--- config.mk ---
export PLATFORM = sky130hd
export DESIGN_NAME = fp16_result_pack
export DESIGN_NICKNAME = d
export VERILOG_FILES = /design/src/rtl/mac_pkg.sv /design/src/rtl/sat_event_counter.sv /design/src/rtl/fp16_result_pack.sv
export SDC_FILE = /design/constraint.sdc
export NUM_CORES = 1
export LEC_CHECK = 0
export ABC_AREA = 1
export BUFFER_PORTS_ARGS = -buffer_cell sky130_fd_sc_hd__buf_2
export CAP_MARGIN = 20
export CORE_ASPECT_RATIO = 1.25
export CORE_MARGIN = 5
export CORE_UTILIZATION = 50
export CTS_BUF_LIST = sky130_fd_sc_hd__clkbuf_16
export CTS_CLUSTER_SIZE = 24
export DETAILED_ROUTE_END_ITERATION = 8
export GPL_ROUTABILITY_DRIVEN = 0
export PLACE_DENSITY = 0.77
export SYNTH_ARGS = -nofsm -noshare
export SYNTH_HDL_FRONTEND = slang
export SYNTH_SLANG_ARGS = --single-unit
--- constraint.sdc ---
create_clock -name clk -period 1.5 [get_ports clk]
set_input_delay 0.375 -clock clk [delete_from_list [all_inputs] [get_ports clk]]
set_output_delay 0.375 -clock clk [all_outputs]
set_load 0.03 [all_outputs]
--- src/rtl/mac_pkg.sv ---
// Shared definitions for the MAC result path: FP16 field widths, special
// encodings and the payload carried from the exponent stage to the pack stage.
package mac_pkg;

    localparam int EXP_W     = 5;
    localparam int MANT_W    = 10;
    localparam int DIFF_W    = 5;
    localparam int FP_W      = 1 + EXP_W + MANT_W;

    // Final exponent is held two bits wider than the field so that both the
    // overflow headroom (+4 adjust, +1 carry) and negative results fit.
    localparam int EXP_EXT_W = EXP_W + 2;

    localparam int FP16_BIAS = 15;
    localparam int EXP_MAX   = (1 << EXP_W) - 1;

    localparam logic [EXP_W-1:0]  EXP_INF    = '1;
    localparam logic [EXP_W-1:0]  EXP_ZERO   = '0;
    localparam logic [MANT_W-1:0] FRAC_ZERO  = '0;
    localparam logic [FP_W-1:0]   FP16_ZERO  = '0;

    // Payload registered by S1 and classified by S2.
    typedef struct packed {
        logic signed [EXP_EXT_W-1:0] e;
        logic [MANT_W-1:0]           mant;
        logic                        sign;
        logic                        zero;
    } s1_payload_t;

    // Assemble an FP16 word from its three fields.
    function automatic logic [FP_W-1:0] pack_fp(
        input logic              sign,
        input logic [EXP_W-1:0]  exp_field,
        input logic [MANT_W-1:0] frac
    );
        return {sign, exp_field, frac};
    endfunction

endpackage

--- src/rtl/sat_event_counter.sv ---
// Saturating event counter with a synchronous clear that overrides increment.
module sat_event_counter #(
    parameter int CNT_W = 16
) (
    input  logic             clk,
    input  logic             rst_n,
    input  logic             inc,
    input  logic             clr,
    output logic [CNT_W-1:0] count
);

    logic [CNT_W-1:0] count_reg;

    // Clear wins over increment; increment stops once all ones is reached.
    always_ff @(posedge clk or negedge rst_n) begin
        if (!rst_n) begin
            count_reg <= '0;
        end else if (clr) begin
            count_reg <= '0;
        end else if (inc && (count_reg != '1)) begin
            count_reg <= count_reg + CNT_W'(1);
        end
    end

    assign count = count_reg;

endmodule

--- src/rtl/fp16_result_pack.sv ---
// Final stage of the MAC datapath: forms the result exponent, applies the
// overflow (saturate to infinity) and underflow (flush to signed zero) policy,
// packs an FP16 word and hands it downstream through a two-deep valid/ready
// pipeline. Overflow/underflow deliveries are tallied in debug counters.
module fp16_result_pack
    import mac_pkg::*;
#(
    parameter int EXP_W  = mac_pkg::EXP_W,
    parameter int MANT_W = mac_pkg::MANT_W,
    parameter int DIFF_W = mac_pkg::DIFF_W,
    parameter int CNT_W  = 16
) (
    input  logic                      clk,
    input  logic                      rst_n,
    input  logic                      in_valid,
    output logic                      in_ready,
    input  logic [EXP_W-1:0]          in_base_exp,
    input  logic [MANT_W:0]           in_mant,
    input  logic [DIFF_W-1:0]         in_exp_diff,
    input  logic                      in_exp_carry,
    input  logic                      in_sign,
    output logic                      out_valid,
    input  logic                      out_ready,
    output logic [EXP_W+MANT_W:0]     out_fp16,
    output logic                      out_ovf,
    output logic                      out_unf,
    input  logic                      cnt_clr,
    output logic [CNT_W-1:0]          ovf_cnt,
    output logic [CNT_W-1:0]          unf_cnt
);

    localparam logic signed [EXP_EXT_W-1:0] EXP_MAX_E = EXP_EXT_W'(EXP_MAX);
    localparam logic signed [EXP_EXT_W-1:0] EXP_ZERO_E = '0;

    // Held low through reset and for the first cycle after release so the
    // stage only starts accepting once the pipeline is known to be empty.
    logic ready_en_reg;

    logic        s1_valid_reg;
    s1_payload_t s1_data_reg;
    s1_payload_t s1_data_next;

    logic                 s2_valid_reg;
    logic [FP_W-1:0]      s2_fp16_reg;
    logic [FP_W-1:0]      s2_fp16_next;
    logic                 s2_ovf_reg;
    logic                 s2_ovf_next;
    logic                 s2_unf_reg;
    logic                 s2_unf_next;

    logic s2_ready;
    logic s1_ready;
    logic accept;

    // A slot can take new data when it is empty or is emptying this cycle.
    assign s2_ready = ~s2_valid_reg | out_ready;
    assign s1_ready = ~s1_valid_reg | s2_ready;
    assign in_ready = ready_en_reg & s1_ready;
    assign accept   = in_valid & in_ready;

    // Exponent formation: base + sign-extended adjust + rounding carry.
    always_comb begin
        s1_data_next      = '0;
        s1_data_next.e    = EXP_EXT_W'(in_base_exp)
                          + EXP_EXT_W'($signed(in_exp_diff))
                          + EXP_EXT_W'(in_exp_carry);
        s1_data_next.mant = in_mant[MANT_W-1:0];
        s1_data_next.sign = in_sign;
        s1_data_next.zero = ~in_mant[MANT_W];
    end

    // Classification in priority order: zero, overflow, underflow, normal.
    always_comb begin
        s2_fp16_next = FP16_ZERO;
        s2_ovf_next  = 1'b0;
        s2_unf_next  = 1'b0;
        if (!s1_data_reg.zero) begin
            if ($signed(s1_data_reg.e) >= EXP_MAX_E) begin
                s2_fp16_next = pack_fp(s1_data_reg.sign, EXP_INF, FRAC_ZERO);
                s2_ovf_next  = 1'b1;
            end else if ($signed(s1_data_reg.e) <= EXP_ZERO_E) begin
                s2_fp16_next = pack_fp(s1_data_reg.sign, EXP_ZERO, FRAC_ZERO);
                s2_unf_next  = 1'b1;
            end else begin
                s2_fp16_next = pack_fp(s1_data_reg.sign,
                                       s1_data_reg.e[EXP_W-1:0],
                                       s1_data_reg.mant);
            end
        end
    end

    // Input-ready enable rises one cycle after reset release.
    always_ff @(posedge clk or negedge rst_n) begin
        if (!rst_n) begin
            ready_en_reg <= 1'b0;
        end else begin
            ready_en_reg <= 1'b1;
        end
    end

    // S1: capture a new input whenever the slot is free or draining.
    always_ff @(posedge clk or negedge rst_n) begin
        if (!rst_n) begin
            s1_valid_reg <= 1'b0;
            s1_data_reg  <= '0;
        end else if (s1_ready) begin
            s1_valid_reg <= accept;
            if (accept) begin
                s1_data_reg <= s1_data_next;
            end
        end
    end

    // S2: take the classified S1 result; outputs hold while stalled.
    always_ff @(posedge clk or negedge rst_n) begin
        if (!rst_n) begin
            s2_valid_reg <= 1'b0;
            s2_fp16_reg  <= '0;
            s2_ovf_reg   <= 1'b0;
            s2_unf_reg   <= 1'b0;
        end else if (s2_ready) begin
            s2_valid_reg <= s1_valid_reg;
            s2_fp16_reg  <= s1_valid_reg ? s2_fp16_next : FP16_ZERO;
            s2_ovf_reg   <= s1_valid_reg & s2_ovf_next;
            s2_unf_reg   <= s1_valid_reg & s2_unf_next;
        end
    end

    assign out_valid = s2_valid_reg;
    assign out_fp16  = s2_fp16_reg;
    assign out_ovf   = s2_ovf_reg;
    assign out_unf   = s2_unf_reg;

    // Event counters: index 0 tracks overflow, index 1 underflow.
    logic [1:0]       cnt_inc;
    logic [CNT_W-1:0] cnt_val [2];

    assign cnt_inc[0] = s2_valid_reg & out_ready & s2_ovf_reg;
    assign cnt_inc[1] = s2_valid_reg & out_ready & s2_unf_reg;

    generate
        for (genvar gi = 0; gi < 2; gi++) begin : g_cnt
            sat_event_counter #(
                .CNT_W (CNT_W)
            ) u_cnt (
                .clk   (clk),
                .rst_n (rst_n),
                .inc   (cnt_inc[gi]),
                .clr   (cnt_clr),
                .count (cnt_val[gi])
            );
        end
    endgenerate

    assign ovf_cnt = cnt_val[0];
    assign unf_cnt = cnt_val[1];

endmodule

# Word-level counts from Yosys, hierarchy flattened
# Index checks and enable logic that the tools add are counted.
# totals
reg_bits	72
input_bits	28
wordCells	50
# classes
add_sub_neg	4
n_lt_le_gt_ge	2
n_eq_ne	2
n_mux	13
bitwise_logic	12
n_reduce_logical	5
# ops
cell	n
$mux 16	6
$add 16x1->16 const B	2
$ne 16x16->1 const B	2
$mux 15	2
$add 6x5->7	1
$add 7x1->7	1
$and 1x1->1	7
$ge 7x6->1 const B	1
$le 7x1->1 const B	1
$mux 1	5
$reduce_bool 2->1	2
$not 1->1	3
$logic_and 1x1->1	2
$or 1x1->1	2
$reduce_and 2->1	1

# Longest topological paths before layout
# Gate-level depths: netlist of run 1.
# logic_depth
depth_word	6
mapped_depth	10
depth_no_buf	9

# Cells and area by module
# From an unflattened synthesis of run 1, not the netlist that was laid out.
# unflattened
cells_unflattened	515
hier_area_um2	4003.8
# modules_own_cells
mod	instances	cells_each	area_each_um2	seq_area_each_um2
sat_event_counter	2	144	1037.2	400.4
fp16_result_pack	1	227	1929.4	1001.0

# Worst setup path before layout of run 1
# OpenSTA, ideal clock, no wires.
# synth_path
kind	register to register
startpoint	reg g_cnt[1].u_cnt.count_reg[0]
endpoint	reg g_cnt[1].u_cnt.count_reg[12]
setup_time_ns	0.118
t_arrival_ns	1.600
path_slack_ns	-0.218
path_stages_with_launch	11
path_cell_list	dfrtp_1 -> ha_1 -> nand3_1 -> inv_2 -> nand2_1 -> nor2_4 -> nor2_4 -> nor2_8 -> buf_6 -> nand2_1 -> nand2_1
# synth_between
elab_chain_cells	3
elab_cells_between_ends	6
cone_classes	add/sub: 1; eq/ne: 1; mux: 2; reduce/logical: 2
# synth_lines
item	line	rtl
start, declared	sat_event_counter.sv:12	logic [CNT_W-1:0] count_reg;
start signal, assigned	sat_event_counter.sv:21	count_reg <= count_reg + CNT_W'(1);
$add 16x1->16 / $ne 16x16->1 (equally long branches)	sat_event_counter.sv:21, sat_event_counter.sv:20	
$mux 16 / $logic_and 1x1->1 (equally long branches)	sat_event_counter.sv:20	end else if (inc && (count_reg != '1)) begin
$mux 16 / $reduce_bool 2->1 (equally long branches)	-	
# Several ways; a longest one is shown, not always the timed one. The select of a mux whose other input is x is not followed.
# A chain may end at the register's enable or synchronous reset.

# Worst setup path in the final report of run 1
# layout_path
startpoint	reg s2_valid_reg (netlist: out_valid)
endpoint	out in_ready
# layout_between
elab_chain_cells	4
# layout_lines
item	line	rtl
start, declared	fp16_result_pack.sv:43	logic s2_valid_reg;
start signal, assigned	fp16_result_pack.sv:122	s2_valid_reg <= s1_valid_reg;
$not 1->1	fp16_result_pack.sv:56	assign s2_ready = ~s2_valid_reg | out_ready;
$or 1x1->1	fp16_result_pack.sv:56	
$or 1x1->1	fp16_result_pack.sv:57	assign s1_ready = ~s1_valid_reg | s2_ready;
$and 1x1->1	fp16_result_pack.sv:58	assign in_ready = ready_en_reg & s1_ready;
end, declared	fp16_result_pack.sv:16	output logic in_ready,
# Every way passes these cells.

==> run summary, run 1 <==
Top Layer Used = met4
Total Nets Final = 690
antenna violation net count after detailed routing = 0
crit path capture type = output port
violated checks = setup timing
Post-CTS Hold Buffers = 0
initial core utilization = 50.65%
Synth Area per Inst = 7.724 um^2
reg2reg path depth = 9
synth unique cells = 28
first-pass GRT wire length = 16940 um
synthesis-to-finish area growth = 38.71%
1st-pass router iterations = 4
CP startpoint kind = register
worst-case clock buffer depth = 2
Final Hold Fails = 0
final setup margin = -52.96 ps
Syn Std Cell Area = 3924 um^2
total CTS buffers = 9
largest net degree at the start of global routing = 73
Seq/Total Area, Yosys = 45.92%
Final Max Slew Viols = 0
grt ovf = 0
RSZ-0062 raised after global routing = true
Worst R2R Setup Slack = 20 ps
max-cap violations = 0
vias per std cell = 5.248
Max Clk Rate = 643.9 MHz
CTS clk-pin slew, worst paths = 60 ps
critical path's slowest cell = dfrtp_2
Pleak = 2.915 nW
synth warn = 0
DR iter-0 viols = 171
fin crit share = 103.5%
Vias = 3952
Max Clock Skew = 3.505 ps
CTS Root Cell = clkbuf_16
area leader, netlist = dfrtp_1
Avg WL per Cell = 13.89 um
r2r endpoint = g_cnt[1].u_cnt.count[9]
Final Cell Area = 5443 um^2
vias in the first global route = 3940
type of the worst setup path = register to output port
fillcell total = 602
cell count after synthesis = 508
chip height = 109.0 um
PD cells = 938.2 nW/um^2
M1 WL = 3969 um
IO buf count = 79
Std-Cell Rows = 36
H-tree levels = 3
clock sinks = 72
initial antenna violation count = 0
slowest stage delay, CP = 420 ps
Synth top area share = 45.92%
Die Width = 89.24 um
drt total wl = 10460 um
Reg2Reg Launch Point = g_cnt[1].u_cnt.count[10]
Seq cells post-synth = 72
CTS tree = done
final setup fails = 2
Required @ worst endpoint = 1120 ps
met2 wire len = 5514 um
setup TNS = -63.58 ps
CP most frequent cell = nand2_2
Post-Place Worst Slack = -177.2 ps
core area = 7747 um^2
Placed Area = 4812 um^2
crit path time final = 1553 ps
maximum vdd drop = 0.6851 mV
worst min path class = primary input to async pin
gr usage total = 22.18%
CP Data Arrival Time = 1180 ps
dpl hpwl = 6990 um
Post-Syn Nets = 545
residual DRC count = 0
DIE AREA = 9730 um^2
Area contributors post-synth = dfrtp_1 (46%), nand2_1 (17%), nand4_1 (4.9%)
max FFs per register = 32
Worst Path Max Fanout = 2
layout cell share with drive strength beyond 1 = 35.26%
Clk Latency, worst-skew pair = 330 ps
I/O pins = 80
crit-path cells = inv_4 -> nor2_4 -> nand2_2 -> nand2_2 -> inv_2 -> buf_6
detailed route wirelength on metal3 = 602 um
Ant. Diodes = 0
status = complete, but fails checks
## cell usage in the layout, fill, tap and decap left out, types with 3 or more instances in the layout
cell type	netlist	final
o21bai_1	3	3
buf_4	0	58
o21ai_1	6	5
nand2_2	2	17
nor2_4	5	11
dfrtp_2	0	9
buf_2	3	77
nor2_1	43	38
inv_4	0	4
ha_1	7	5
nand2_4	0	4
buf_12	0	3
nand4_1	31	31
nor2_2	4	5
o21ai_0	28	27
buf_6	4	5
or2_2	7	7
nand3_1	35	32
dfrtp_1	72	63
inv_2	8	4
nand3_4	0	3
inv_1	51	52
a21oi_1	3	3
clkbuf_16	0	9
xor2_1	7	7
nand2_1	174	155
nor3_4	2	3
## critical path, delay by kind of cell, from the launching register on
kind                   cells  cell delay, ps
AND/OR/NAND/NOR            3             150
buffers and inverters      3             280
flip-flops                 1             420
## what timing repair did
action	4_1_cts	5_1_grt
buffers inserted	7	10
resized for setup	10	34
gates cloned	1	1
pin swaps	6	33
setup endpoints to repair	30	43
## synthesized netlist by cell type
cell type and count:
a21oi_1 3, buf_2 3, buf_6 4, clkbuf_1 4
conb_1 1, dfrtp_1 72, fa_1 2, ha_1 7
inv_1 51, inv_2 8, nand2_1 174, nand2_2 2
nand3_1 35, nand3b_1 1, nand4_1 31, nor2_1 43
nor2_2 4, nor2_4 5, nor2_8 2, nor3_2 1
nor3_4 2, o21ai_0 28, o21ai_1 6, o21bai_1 3
o22ai_1 1, o31ai_1 1, or2_2 7, xor2_1 7
## cell type report
cell class              instances  area [um^2]  area share [%]
clock buffers                   9        225.2           4.138
clock inverters                 7        87.58           1.609
inverters                      59        231.5           4.253
multi-input cells             368         2029           37.29
flip-flops and latches         72         1813           33.31
well taps                      95        118.9           2.184
repair buffers                143        937.1           17.22
## layer usage
layer | vias up | global-route usage (%)
li1 | 1923 | -
met1 | 1869 | 24.57
met2 | 127 | 39.09
met3 | 33 | 5.367
met4 | 0 | 10.64
met5 | - | 0
## worst max-delay path by stage
stage,start,end,slack [ps],cells past startpoint
final,out_valid,in_ready,-50,6
after global routing,out_valid,in_ready,-120,6
after CTS,out_valid,in_ready,-90,6
after detailed placement,in_base_exp[2],s1_data_reg[17],-180,9
after global placement,in_base_exp[0],s1_data_reg[18],-150,10
after floorplan,g_cnt[1].u_cnt.count[0],g_cnt[1].u_cnt.count[12],-40,10
## per-stage QoR
stage	power [mW]	util [%]	std cells	hold slack (ps)
floorplan	2.577	-	508	79.41
global placement	2.802	62.11	719	430.2
detailed placement	2.833	62.11	719	438.1
CTS	5.135	67.78	743	78.09
global route	5.354	70.25	753	94.56
finish	5.106	70.25	753	64.30
## kinds of logic (layout without fill, tap and decap cells)
family,after synthesis,in the layout,synth area share (%)
AO/OA/AOI/OAI,42,42,5.644
XOR/XNOR,7,7,1.563
adder cells (fa/ha/maj),9,9,3.252
buffers and inverters,70,218,7.557
flip-flops,72,72,45.92
other,1,1,0.09557
AND/OR/NAND/NOR,307,309,35.97
## where the power goes
part / switching, mW / leakage (nW) / internal (mW)
Combinational: 0.448 / 1.81 / 0.254
Clock: 0.804 / 0.150 / 1.44
Sequential: 0.0843 / 0.951 / 2.08
Power figures use the tool's default switching activity.
==> inputs of run 2 (changes only) <==
--- a/config.mk
+++ b/config.mk
@@ -15,7 +15,9 @@
 export CTS_CLUSTER_SIZE = 24
 export DETAILED_ROUTE_END_ITERATION = 8
 export GPL_ROUTABILITY_DRIVEN = 0
+export MAX_ROUTING_LAYER = met4
 export PLACE_DENSITY = 0.77
+export SETUP_SLACK_MARGIN = 0.15
 export SYNTH_ARGS = -nofsm -noshare
 export SYNTH_HDL_FRONTEND = slang
 export SYNTH_SLANG_ARGS = --single-unit
==> run summary, run 2 (synthesis results as in run 1) <==
crit-path cells = inv_4 -> nor2_4 -> nand2_2 -> nand2_2 -> inv_4 -> buf_6
post-layout util = 82.41% (+12 points)
clock sinks = 72 (unchanged)
slowest stage delay, CP = 390 ps (-30 ps)
drt total wl = 13370 um (+28%)
clock network power share = 41.3% (-2.6 points)
switching part of the total power = 29.95% (+3.8 points)
maximum vdd drop = 0.9737 mV (+42%)
final setup fails = 12 (+10)
antenna violation net count after detailed routing = 0 (unchanged)
fillcell total = 436 (-28%)
Required @ worst endpoint = 1120 ps (about the same)
IO buf count = 79 (unchanged)
worst-case clock buffer depth = 2 (unchanged)
chip height = 109.0 um (unchanged)
Total Nets Final = 735 (+6.5%)
vias per std cell = 5.531 (+5.4%)
synthesis-to-finish area growth = 62.72%
Max Clk Rate = 637.8 MHz (-0.95%)
Clk Latency, worst-skew pair = 340 ps (about the same)
most frequent cells in the layout = nand2_1 (133), buf_4 (70), buf_6 (65), dfrtp_1 (59), inv_1 (47)
CTS Root Cell = clkbuf_16
I/O pins = 80 (unchanged)
violated checks = setup timing
grt ovf = 0 (unchanged)
status = complete, but fails checks
max-cap violations = 0 (unchanged)
Ant. Diodes = 0 (unchanged)
max FFs per register = 32 (unchanged)
initial antenna violation count = 0 (unchanged)
1st-pass router iterations = 5 (+1)
commonest non-fill, non-tap cell in the layout = nand2_1
Vias = 4414 (+12%)
Placed Area = 4802 um^2 (-0.21%)
Max Clock Skew = 5.011 ps (+1.506 ps)
crit path capture type = output port
Worst R2R Setup Slack = -20 ps (-40 ps)
Pint = 3.707 mW (-1.7%)
dpl hpwl = 7150 um (+2.3%)
Avg WL per Cell = 16.76 um (+21%)
core area = 7747 um^2 (unchanged)
Final Max Slew Viols = 0 (unchanged)
Die Width = 89.24 um (unchanged)
first-pass GRT wire length = 19160 um (+13%)
CP startpoint kind = register
CTS tree = done
DR iter-0 viols = 255 (+49%)
layout cell share with drive strength beyond 1 = 47.80% (+13 points)
initial core utilization = 50.65% (unchanged)
Flop pwr share = 41.6% (-0.7 points)
Final Hold Fails = 0 (unchanged)
fin crit share = 104.5% (+0.99 points)
RSZ-0062 raised after global routing = true
CTS clk-pin slew, worst paths = 60 ps (about the same)
Placed Instances = 714 (-0.70%)
Finished Layout Cells = 798 (+6.0%)
Std-Cell Rows = 36 (unchanged)
total CTS buffers = 9 (unchanged)
Worst Path Max Fanout = 3 (+1)
residual DRC count = 0 (unchanged)
gr usage total = 26.31% (+4.1 points)
H-tree levels = 3 (unchanged)
PD cells = 828.8 nW/um^2 (-12%)
DIE AREA = 9730 um^2 (unchanged)
critical path's slowest cell = dfrtp_2
largest net degree at the start of global routing = 73 (unchanged)
final setup margin = -67.88 ps (-14.92 ps)
Net Switching = 1.585 mW (+19%)
Comb pwr share = 17.1% (+3.4 points)
setup TNS = -217.4 ps (-153.8 ps)
Reg2Reg Launch Point = g_cnt[1].u_cnt.count[13]
Pleak = 3.304 nW (+13%)
crit path time final = 1568 ps (+14.92 ps)
type of the worst setup path = register to output port
Final Cell Area = 6385 um^2 (+17%)
Critical path origin = out_valid
vias in the first global route = 4297 (+9.1%)
worst min path class = primary input to async pin
Post-Place Worst Slack = -225.4 ps (-48.20 ps)
CP Data Arrival Time = 1190 ps (about the same)
## run 2: path summary, 6_finish.rpt
kind,to,depth (start not counted)
max in group asynchronous,g_cnt[1].u_cnt.count[9],2
setup reg to reg,g_cnt[1].u_cnt.count[6],9
min in group clk,s1_data_reg[0],2
hold / removal,g_cnt[0].u_cnt.count[11],2
hold reg to reg,out_fp16[0],2
setup / recovery,in_ready,6
## run 2: layout make-up
class	count	area, um^2	area share (%)
Clock buffer	9	225.2	3.527
Clock inverter	7	77.57	1.215
Inverter	59	244.0	3.821
Multi-Input combinational cell	369	2296	35.96
Sequential cell	72	1818	28.47
Tap cell	95	118.9	1.862
Timing Repair Buffer	185	1585	24.83
Timing Repair inverter	2	20.02	0.3135
## run 2: power by group through the flow
stage                     clock, mW  sequential (mW)  combinational, mW
after global placement            0             2.19              0.627
after floorplan                   0             2.27              0.330
after global routing           2.31             2.21              0.981
after detailed placement          0             2.19              0.654
final                          2.19             2.20              0.905
after CTS                      2.20             2.17              0.738
## run 2: stage by stage
stage / hold slack, ps / power (mW)
after global placement: 429.9 / 2.813
final: 47.26 / 5.292
after global routing: 72.48 / 5.508
after CTS: 67.60 / 5.105
after detailed placement: 436.7 / 2.848
after floorplan: 79.41 / 2.595
## run 2: timing repair
item                       CTS  global route
setup endpoints to repair   75            90
hold buffers                 0             0
buffers inserted            41            21
gates resized for setup    115           110
cloned                       2             4
pin swaps                   42            65
## run 2: per-layer routing
layer | routed length [um] | vias up | track usage (%) | share of wire [%]
met4 | 548 | 0 | 16.28 | 4.1
met5 | 0 | - | - | 0
met1 | 4869 | 2121 | 28.10 | 36
met3 | 732 | 62 | 5.140 | 5.5
met2 | 7221 | 203 | 44.10 | 54
li1 | - | 2028 | - | -
## run 2: critical path, delay by kind of cell (launching register included)
kind	cells	cell delay [ps]
flip-flops	1	390
AND/OR/NAND/NOR	3	260
buffers and inverters	3	210
==> inputs of run 3 (changes only) <==
--- a/config.mk
+++ b/config.mk
@@ -17,7 +17,6 @@
 export GPL_ROUTABILITY_DRIVEN = 0
 export MAX_ROUTING_LAYER = met4
 export PLACE_DENSITY = 0.77
-export SETUP_SLACK_MARGIN = 0.15
 export SYNTH_ARGS = -nofsm -noshare
 export SYNTH_HDL_FRONTEND = slang
 export SYNTH_SLANG_ARGS = --single-unit
==> run summary, run 3 (synthesis results as in run 1) <==
Worst Path Max Fanout = 2 (-1)
core area = 7747 um^2 (unchanged)
Avg WL per Cell = 13.88 um (-17%)
Total Nets Final = 690 (-6.1%)
commonest non-fill, non-tap cell in the layout = nand2_1
crit path time final = 1554 ps (-14.10 ps)
Comb pwr share = 13.7% (-3.4 points)
fin crit share = 103.6% (-0.94 points)
Clk Latency, worst-skew pair = 330 ps (about the same)
critical path's slowest cell = dfrtp_2
dpl hpwl = 6990 um (-2.2%)
Critical path origin = out_valid
CTS clk-pin slew, worst paths = 60 ps (about the same)
crit-path cells = inv_4 -> nor2_4 -> nand2_2 -> nand2_2 -> inv_2 -> buf_6
Placed Instances = 719 (+0.70%)
area of the multi-input gates = 2029 um^2 (-12%)
chip height = 109.0 um (unchanged)
Finished Layout Cells = 753 (-5.6%)
clock sinks = 72 (unchanged)
final setup margin = -53.77 ps (+14.10 ps)
synthesis-to-finish area growth = 38.71%
worst min path class = primary input to async pin
Worst path depth = 6 (unchanged)
Net Switching = 1.342 mW (-15%)
drt total wl = 10460 um (-22%)
PD cells = 939.2 nW/um^2 (+13%)
H-tree levels = 3 (unchanged)
total CTS buffers = 9 (unchanged)
worst setup path endpoint = in_ready
initial antenna violation count = 0 (unchanged)
Crit path buffers/inverters = 3 (unchanged)
antenna violation net count after detailed routing = 0 (unchanged)
Worst R2R Setup Slack = 10 ps (+30 ps)
Max Clock Skew = 3.701 ps (-1.309 ps)
reg2reg path depth = 9 (unchanged)
setup TNS = -65.32 ps (+152.1 ps)
Max Clk Rate = 643.6 MHz (+0.91%)
max FFs per register = 32 (unchanged)
Final Max Slew Viols = 0 (unchanged)
Placed Area = 4812 um^2 (+0.21%)
worst-case clock buffer depth = 2 (unchanged)
Top delay family on crit path = flip-flops
status = complete, but fails checks
IO buf count = 79 (unchanged)
sequential cell area = 1813 um^2 (-0.28%)
initial core utilization = 50.65% (unchanged)
Post-Place Worst Slack = -177.2 ps (+48.20 ps)
Final Cell Area = 5443 um^2 (-15%)
Final Hold Fails = 0 (unchanged)
Std-Cell Rows = 36 (unchanged)
CP startpoint kind = register
switching part of the total power = 26.26% (-3.7 points)
1st-pass router iterations = 4 (-1)
vias per std cell = 5.246 (-5.2%)
CTS tree = done
Ant. Diodes = 0 (unchanged)
DR iter-0 viols = 180 (-29%)
residual DRC count = 0 (unchanged)
vias in the first global route = 3934 (-8.4%)
first-pass GRT wire length = 16930 um (-12%)
layout cell share with drive strength beyond 1 = 35.26% (-13 points)
Flop pwr share = 42.3% (+0.7 points)
RSZ-0062 raised after global routing = true
r2r endpoint = g_cnt[1].u_cnt.count[9]
most frequent cells in the layout = nand2_1 (155), buf_2 (77), dfrtp_1 (63), buf_4 (58), inv_1 (52)
slowest stage delay, CP = 420 ps (+30 ps)
CP most frequent cell = nand2_2
fillcell total = 602 (+38%)
I/O pins = 80 (unchanged)
largest net degree at the start of global routing = 73 (unchanged)
Vias = 3950 (-11%)
Post-CTS Hold Buffers = 0 (unchanged)
max-cap violations = 0 (unchanged)
clock network power share = 44.0% (+2.7 points)
type of the worst setup path = register to output port
violated checks = setup timing
Required @ worst endpoint = 1120 ps (about the same)
final setup fails = 2 (-10)
maximum vdd drop = 0.6861 mV (-30%)
DIE AREA = 9730 um^2 (unchanged)
gr usage total = 22.83% (-3.5 points)
final hold slack = 61.94 ps (+14.68 ps)
Die Width = 89.24 um (unchanged)
grt ovf = 0 (unchanged)
CTS Root Cell = clkbuf_16
CP Data Arrival Time = 1180 ps (about the same)
Reg2Reg Launch Point = g_cnt[1].u_cnt.count[10]
Pleak = 2.915 nW (-12%)
crit path capture type = output port
Pint = 3.770 mW (+1.7%)
[run 3: cell count changes in the layout (fill, tap and decap cells not counted), moves of 18 or more]
cell	previous run	this run
nand2_1	133	155
o21ai_0	2	27
o21ai_2	20	2
buf_6	65	5
buf_2	44	77
[run 3: per-layer routing]
metal	part of all wire [%]	up-vias	global-route usage, %
met4	4.3	0	11.60
met1	37	1838	24.82
met5	0	-	-
met2	52	148	39.09
met3	6.2	45	4.384
li1	-	1919	-
[run 3: power by group through the flow]
stage	registers (mW)	clock network [mW]	logic (mW)
floorplan	2.26	0	0.313
detailed placement	2.19	0	0.641
finish	2.16	2.25	0.703
CTS	2.16	2.30	0.677
global route	2.18	2.39	0.784
global placement	2.19	0	0.615
[run 3: cell type report]
class | instances | share of cell area (%)
clock buffers | 9 | 4.138
multi-input cells | 368 | 37.29
flip-flops and latches | 72 | 33.31
inverters | 59 | 4.253
clock inverters | 7 | 1.609
repair buffers | 143 | 17.22
well taps | 95 | 2.184
[run 3: how the worst min path moves through the flow]
stage	start	end	slack [ps]
6_report	rst_n	g_cnt[0].u_cnt.count[10]	60
5_1_grt	rst_n	g_cnt[0].u_cnt.count[11]	100
4_1_cts	rst_n	g_cnt[0].u_cnt.count[11]	80
2_1_floorplan	rst_n	g_cnt[0].u_cnt.count[0]	80
3_5_place_dp	rst_n	g_cnt[0].u_cnt.count[15]	440
3_3_place_gp	rst_n	g_cnt[0].u_cnt.count[15]	430
[run 3: timing repair]
action / 4_1_cts / 5_1_grt
gates resized for setup: 10 / 34
setup buffers: 7 / 10
endpoints found under the setup margin: 30 / 43
gates cloned: 1 / 1
pin swaps: 6 / 33
[run 3: through the flow]
step                      power (mW)  utilization (%)
final                          5.112            70.25
after detailed placement       2.833            62.11
after global placement         2.802            62.11
after CTS                      5.135            67.78
after global routing           5.351            70.25
after floorplan                2.577                -
